[src/rtl/axis_deadlock_scheduler.sv]
// Deadlock scheduler for the AXIS channels of an HLS dataflow block: stall timeout, confirmation
// window, ordered blocked-channel report and sticky deadlock flag. Define DEADLOCK_CYCLE_STAMP_EN for the stamp port.
module axis_deadlock_scheduler #(
    parameter int NUM_CH      = 4,
    parameter int NUM_INST    = 3,
    parameter int TIMEOUT     = 1024,
    parameter int CONFIRM_CYC = 16
) (
    input  logic                      clock,
    input  logic                      reset,
    input  logic                      enable,
    input  logic [NUM_CH-1:0]         axis_block_sigs,
    input  logic [NUM_INST-1:0]       inst_idle_sigs,
    input  logic                      ack,
    output logic                      report_valid,
    input  logic                      report_ready,
    output logic [$clog2(NUM_CH)-1:0] report_ch,
    output logic [NUM_CH-1:0]         block_snapshot,
    output logic                      deadlock,
`ifdef DEADLOCK_CYCLE_STAMP_EN
    output logic [31:0]               stamp,
`endif
    output logic [2:0]                state_o
);

    localparam int IW = $clog2(NUM_CH);
    localparam int SW = $clog2(TIMEOUT + 1);
    localparam int CW = (CONFIRM_CYC > 1) ? $clog2(CONFIRM_CYC + 1) : 1;
    localparam logic [SW-1:0] STALL_LAST = SW'(TIMEOUT - 1);
    localparam logic [CW-1:0] CONF_LAST  = CW'(CONFIRM_CYC - 1);

    typedef enum logic [2:0] {
        S_IDLE    = 3'd0,
        S_MONITOR = 3'd1,
        S_CONFIRM = 3'd2,
        S_REPORT  = 3'd3,
        S_HALT    = 3'd4
    } state_t;

    state_t            state;
    logic [SW-1:0]     stall_cnt;
    logic [CW-1:0]     conf_cnt;
    logic [NUM_CH-1:0] pending;
    logic [NUM_CH-1:0] pend_next;
    logic              all_idle;
    logic              stall;
    logic              abort;

    function automatic logic [IW-1:0] lowest_idx(input logic [NUM_CH-1:0] v);
        logic [IW-1:0] idx;
        idx = '0;
        for (int i = NUM_CH - 1; i >= 0; i--) begin
            if (v[i]) idx = IW'(i);
        end
        return idx;
    endfunction

    assign all_idle  = &inst_idle_sigs;
    assign stall     = (|axis_block_sigs) & ~all_idle;
    // Only channels that were blocked at snapshot time keep the confirmation alive.
    assign abort     = ((axis_block_sigs & block_snapshot) == '0) | all_idle;
    assign pend_next = pending & ~(NUM_CH'(1) << report_ch);
    assign state_o   = state;

`ifdef DEADLOCK_CYCLE_STAMP_EN
    logic [31:0] cyc_cnt;

    always_ff @(posedge clock or negedge reset) begin
        if (!reset) cyc_cnt <= '0;
        else        cyc_cnt <= cyc_cnt + 32'd1;
    end
`endif

    always_ff @(posedge clock or negedge reset) begin
        if (!reset) begin
            state          <= S_IDLE;
            stall_cnt      <= '0;
            conf_cnt       <= '0;
            pending        <= '0;
            block_snapshot <= '0;
            deadlock       <= 1'b0;
            report_valid   <= 1'b0;
            report_ch      <= '0;
`ifdef DEADLOCK_CYCLE_STAMP_EN
            stamp          <= '0;
`endif
        end else begin
            case (state)
                S_IDLE: begin
                    stall_cnt <= '0;
                    conf_cnt  <= '0;
                    if (enable) state <= S_MONITOR;
                end
                S_MONITOR: begin
                    if (!enable) begin
                        state     <= S_IDLE;
                        stall_cnt <= '0;
                        conf_cnt  <= '0;
                    end else if (!stall) begin
                        stall_cnt <= '0;
                    end else if (stall_cnt == STALL_LAST) begin
                        block_snapshot <= axis_block_sigs;
                        conf_cnt       <= '0;
                        stall_cnt      <= '0;
                        state          <= S_CONFIRM;
                    end else begin
                        stall_cnt <= stall_cnt + 1'b1;
                    end
                end
                S_CONFIRM: begin
                    if (!enable) begin
                        state     <= S_IDLE;
                        stall_cnt <= '0;
                        conf_cnt  <= '0;
                    end else if (abort) begin
                        stall_cnt <= '0;
                        conf_cnt  <= '0;
                        state     <= S_MONITOR;
                    end else if (conf_cnt == CONF_LAST) begin
                        state        <= S_REPORT;
                        deadlock     <= 1'b1;
                        pending      <= block_snapshot;
                        report_valid <= 1'b1;
                        report_ch    <= lowest_idx(block_snapshot);
`ifdef DEADLOCK_CYCLE_STAMP_EN
                        stamp        <= cyc_cnt;
`endif
                    end else begin
                        conf_cnt <= conf_cnt + 1'b1;
                    end
                end
                S_REPORT, S_HALT: begin
                    // ack outranks a handshake in the same cycle
                    if (ack) begin
                        state          <= S_IDLE;
                        deadlock       <= 1'b0;
                        block_snapshot <= '0;
                        pending        <= '0;
                        report_valid   <= 1'b0;
                        report_ch      <= '0;
`ifdef DEADLOCK_CYCLE_STAMP_EN
                        stamp          <= '0;
`endif
                    end else if (state == S_REPORT && report_valid && report_ready) begin
                        pending <= pend_next;
                        if (pend_next == '0) begin
                            report_valid <= 1'b0;
                            state        <= S_HALT;
                        end else begin
                            report_ch <= lowest_idx(pend_next);
                        end
                    end
                end
                default: state <= S_IDLE;
            endcase
        end
    end

endmodule

[config.mk]
export PLATFORM = sky130hd
export DESIGN_NAME = axis_deadlock_scheduler
export DESIGN_NICKNAME = d
export VERILOG_FILES = /design/src/rtl/axis_deadlock_scheduler.sv
export SDC_FILE = /design/constraint.sdc
export NUM_CORES = 1
export LEC_CHECK = 0
export BUFFER_PORTS_ARGS = -buffer_cell sky130_fd_sc_hd__buf_2
export CAP_MARGIN = 15
export CORE_MARGIN = 2
export CORE_UTILIZATION = 58
export CTS_CLUSTER_SIZE = 40
export DETAILED_ROUTE_END_ITERATION = 8
export PLACE_DENSITY = 0.76
export SYNTH_ARGS = -nofsm -noshare
export SYNTH_HDL_FRONTEND = slang
export SYNTH_SLANG_ARGS = --single-unit
[constraint.sdc]
create_clock -name clock -period 2.7 [get_ports clock]
set_clock_uncertainty 0.05 [all_clocks]
set_input_delay 0 -clock clock [delete_from_list [all_inputs] [get_ports clock]]
set_output_delay 0 -clock clock [all_outputs]
set_load 0.03 [all_outputs]
==> results.md <==
* Status: finished clean
* Worst vdd ir at ~0.67 mV
* I/O pin total at 23
* IO buf count at 22
* Vias per Instance at just over 6
* Final Hold Fails at 0
* Worst-path clk slew at ~0.1 ns
* Leading cell type in the layout, fill and taps excluded: dfrtp_1
* Psw at roughly 0.91 mW
* Area leader, netlist: dfrtp_1
* Sequential fraction of the synthesis area at a little under 40%
* Pin count of the biggest net entering global routing at 32
* Pins Over Slew Limit at 0
* Maximum clock rate at ~430 MHz
* Main synth FF type: dfrtp_1
* Post-synth top area share at 38.85%
* CTS max path bufs at 2
* Power Density at 925.5 nW/um2
* Yosys reg bits at 31
* Syn_nets at 225
* Max-Cap Viols at 0
* DRT Wirelength at around 4600 um
* Core Area at about 3300 um2
* GRT overflow at 0
* GRT busiest layer: met2
* Diode count at 0
* Leakage at a little over 1 nW
* Die height at ~63 um
* FF-to-FF Start: conf_cnt[0]$_DFFE_PN0P_
* Router iterations before antenna repair at 4
* Combinational share of power at 45.0%
* Num CTS Buffers at 5
* Final worst-path cycle share at a little under nine tenths
* Area growth syn-to-layout at 14.66%
* Initial antenna violation count at 0
* Initial DRC count at about 130
* DRC Markers at 0
* Root buffer cell: clkbuf_4
* H-Tree Depth at 2
* Vias in the first global route at about 1700
* Met1 Use GR at 32.90%
* Mean Syn Cell Area at roughly 9.5 um2
* Sw Share at between 40% and 50%
* Clk sink count at 31
* Clock Power Share at between 20% and 30%
* CP Capture Type: register
* Ys Warns at 0
* Layout cells sized above 1 at between 20% and 30%
* Startpoint types: register
* Worst-margin pin slew at 0.6964 ns
* Most frequent cells in the layout: dfrtp_1 (31), buf_2 (22), inv_1 (15), nor2_1 (15), nand2_1 (14)
* Met3 usage at under 10%
* CTS tree: done
* Layout Cells excl Fill at 287
* Critical path arrival at 2.48 ns
* Synth area leaders: dfrtp_1 (39%), a22o_1 (4.4%), a21oi_1 (3.0%), mux2i_1 (3.0%), inv_1 (2.8%)
* Cell area after synthesis at 1997 um2
* RePlAce Congestion at ~0.85
* # rows at 21
* First-pass GRT wire length at roughly 8000 um
* Post-synthesis cell type count at 57
* Routed Antenna Nets at 0
* Asr flop ratio synth at 100.0%
* Crit Path Category: reg2reg
* Final setup TNS at 0 ns
* Die X at 62.68 um
* CP Max Fanout at 8
* Reg2reg setup slack at 0.40 ns
* Final setup viols at 0
* Final hold slack at roughly 0.19 ns
* Worst EP required at between 2 and 3 ns
* Filler cells at around 270
* Die area at 3928 um2
* Pint at 1.206 mW
* Seq pwr share at between 30% and 40%
* Placed cells at 272
* Hold Crit Class: in2async
* R2R Path End: report_valid$_DFFE_PN0P_
* Avg WL per Cell at roughly 16 um
* M2 GR Usage at between 40% and 50%
* GRT Util Overall at between 20 and 30%
* Mapped Cells at between 200 and 250
* Worst reg-to-reg path cell count at 8
* Tmin final at between 2 and 2.5 ns
* Post-CTS sizing at 0
* Unrepaired setup endpoints after global routing: no
* Starting Density at between 60% and 70%
* Number of enable-type register cells in the synthesized netlist at 0
* Post-DP HPWL at roughly 3300 um
* Clock insertion delay at the later pin of the skew report at around 0.33 ns
* Vias after detailed routing at ~1700
* Net count, final at between 200 and 300
* Max_slew headroom at ~54%
## worst max-delay path, stage by stage, from the launching register on
cell,delay (ns)
dfrtp_1,0.42
ha_1,0.18
and3_1,0.16
ha_1,0.28
and4bb_2,0.27
o211ai_2,0.11
a211oi_4,0.40
o31ai_1,0.13
a21o_1,0.19
## flip-flops by register name (all words and copies together) (netlist names)
register,cells
report_valid,1
conf_cnt,5
pending,4
deadlock,1
stall_cnt,11
report_ch,2
block_snapshot,4
state_o,3
## cells in the mapped netlist (2+ instances only)
library cell,instances
nor2_1,15
nor3_1,9
ha_1,3
mux2_2,2
nand3_1,8
o31ai_1,2
a211oi_1,3
o21ai_1,6
nand2_1,14
and3_1,2
o21ai_2,2
nand2b_1,3
a22o_1,10
buf_2,3
o22ai_1,2
dfrtp_1,31
nor4_1,4
o21ai_0,10
a31oi_1,2
a21o_1,2
o2bb2ai_1,6
mux2i_1,6
buf_6,3
inv_1,15
a22oi_1,2
a21o_2,2
nand4_1,2
a21oi_1,12
## stage by stage
| stage | util [%] | total power [mW] | worst slack, ns | cell area [um2] |
|---|---|---|---|---|
| 2_1_floorplan | - | 1.450 | 0.5971 | 1997 |
| 3_3_place_gp | 63.98 | 1.625 | 0.4975 | 2118 |
| 3_5_place_dp | 63.98 | 1.666 | 0.4218 | 2118 |
| 4_1_cts | 69.16 | 2.128 | 0.4008 | 2290 |
| 5_1_grt | 69.16 | 2.259 | 0.2042 | 2290 |
| 6_report | 69.16 | 2.119 | 0.4010 | 2290 |
## routing by layer
metal	vias up	routed length, um	part of all wire (%)
li1	851	-	-
met1	842	2087	46
met2	43	2222	49
met3	11	151	3.3
met4	0	95	2.1
met5	-	0	0
## layout make-up
cell class                      count  area (um2)  area share [%]
Multi-Input combinational cell    156        1104           48.20
Clock inverter                      2       60.06           2.623
Tap cell                           46       57.56           2.514
Inverter                           15       56.30           2.459
Sequential cell                    31       775.7           33.88
Timing Repair Buffer               31       195.2           8.525
Clock buffer                        6       41.29           1.803
## logic make-up (layout without fill, tap and decap cells)
group	after synthesis	count (layout)	synth area share (%)
buf+inv	23	54	5.889
mux	8	8	4.135
flops	31	31	38.85
simple gates	71	71	21.55
fa+ha+maj	4	4	2.381
compound gates	73	73	27.19
## power by group through the flow
stage,Combinational [mW],Clock (mW),Sequential (mW)
5_1_grt,1.04,0.484,0.730
3_5_place_dp,0.950,0,0.716
6_report,0.954,0.453,0.712
2_1_floorplan,0.684,0,0.767
4_1_cts,0.956,0.462,0.709
3_3_place_gp,0.915,0,0.710
## worst max-delay path by stage
stage	startpoint	end	slack (ns)	cells past startpoint
floorplan	conf_cnt[0]$_DFFE_PN0P_	report_valid$_DFFE_PN0P_	0.60	9
CTS	conf_cnt[1]$_DFFE_PN0P_	report_valid$_DFFE_PN0P_	0.40	8
finish	conf_cnt[0]$_DFFE_PN0P_	report_valid$_DFFE_PN0P_	0.40	8
detailed placement	conf_cnt[1]$_DFFE_PN0P_	report_valid$_DFFE_PN0P_	0.42	8
global placement	conf_cnt[0]$_DFFE_PN0P_	report_valid$_DFFE_PN0P_	0.50	8
global route	conf_cnt[1]$_DFFE_PN0P_	pending[1]$_DFFE_PN0P_	0.20	8
## timing repair
action | in CTS | in global routing
hold endpoints to repair | 37 | 0
setup buffers | 0 | 0
hold buffers | 7 | 0
endpoints found under the setup margin | 0 | 0
Note: power is estimated with default switching activity, not from simulation.
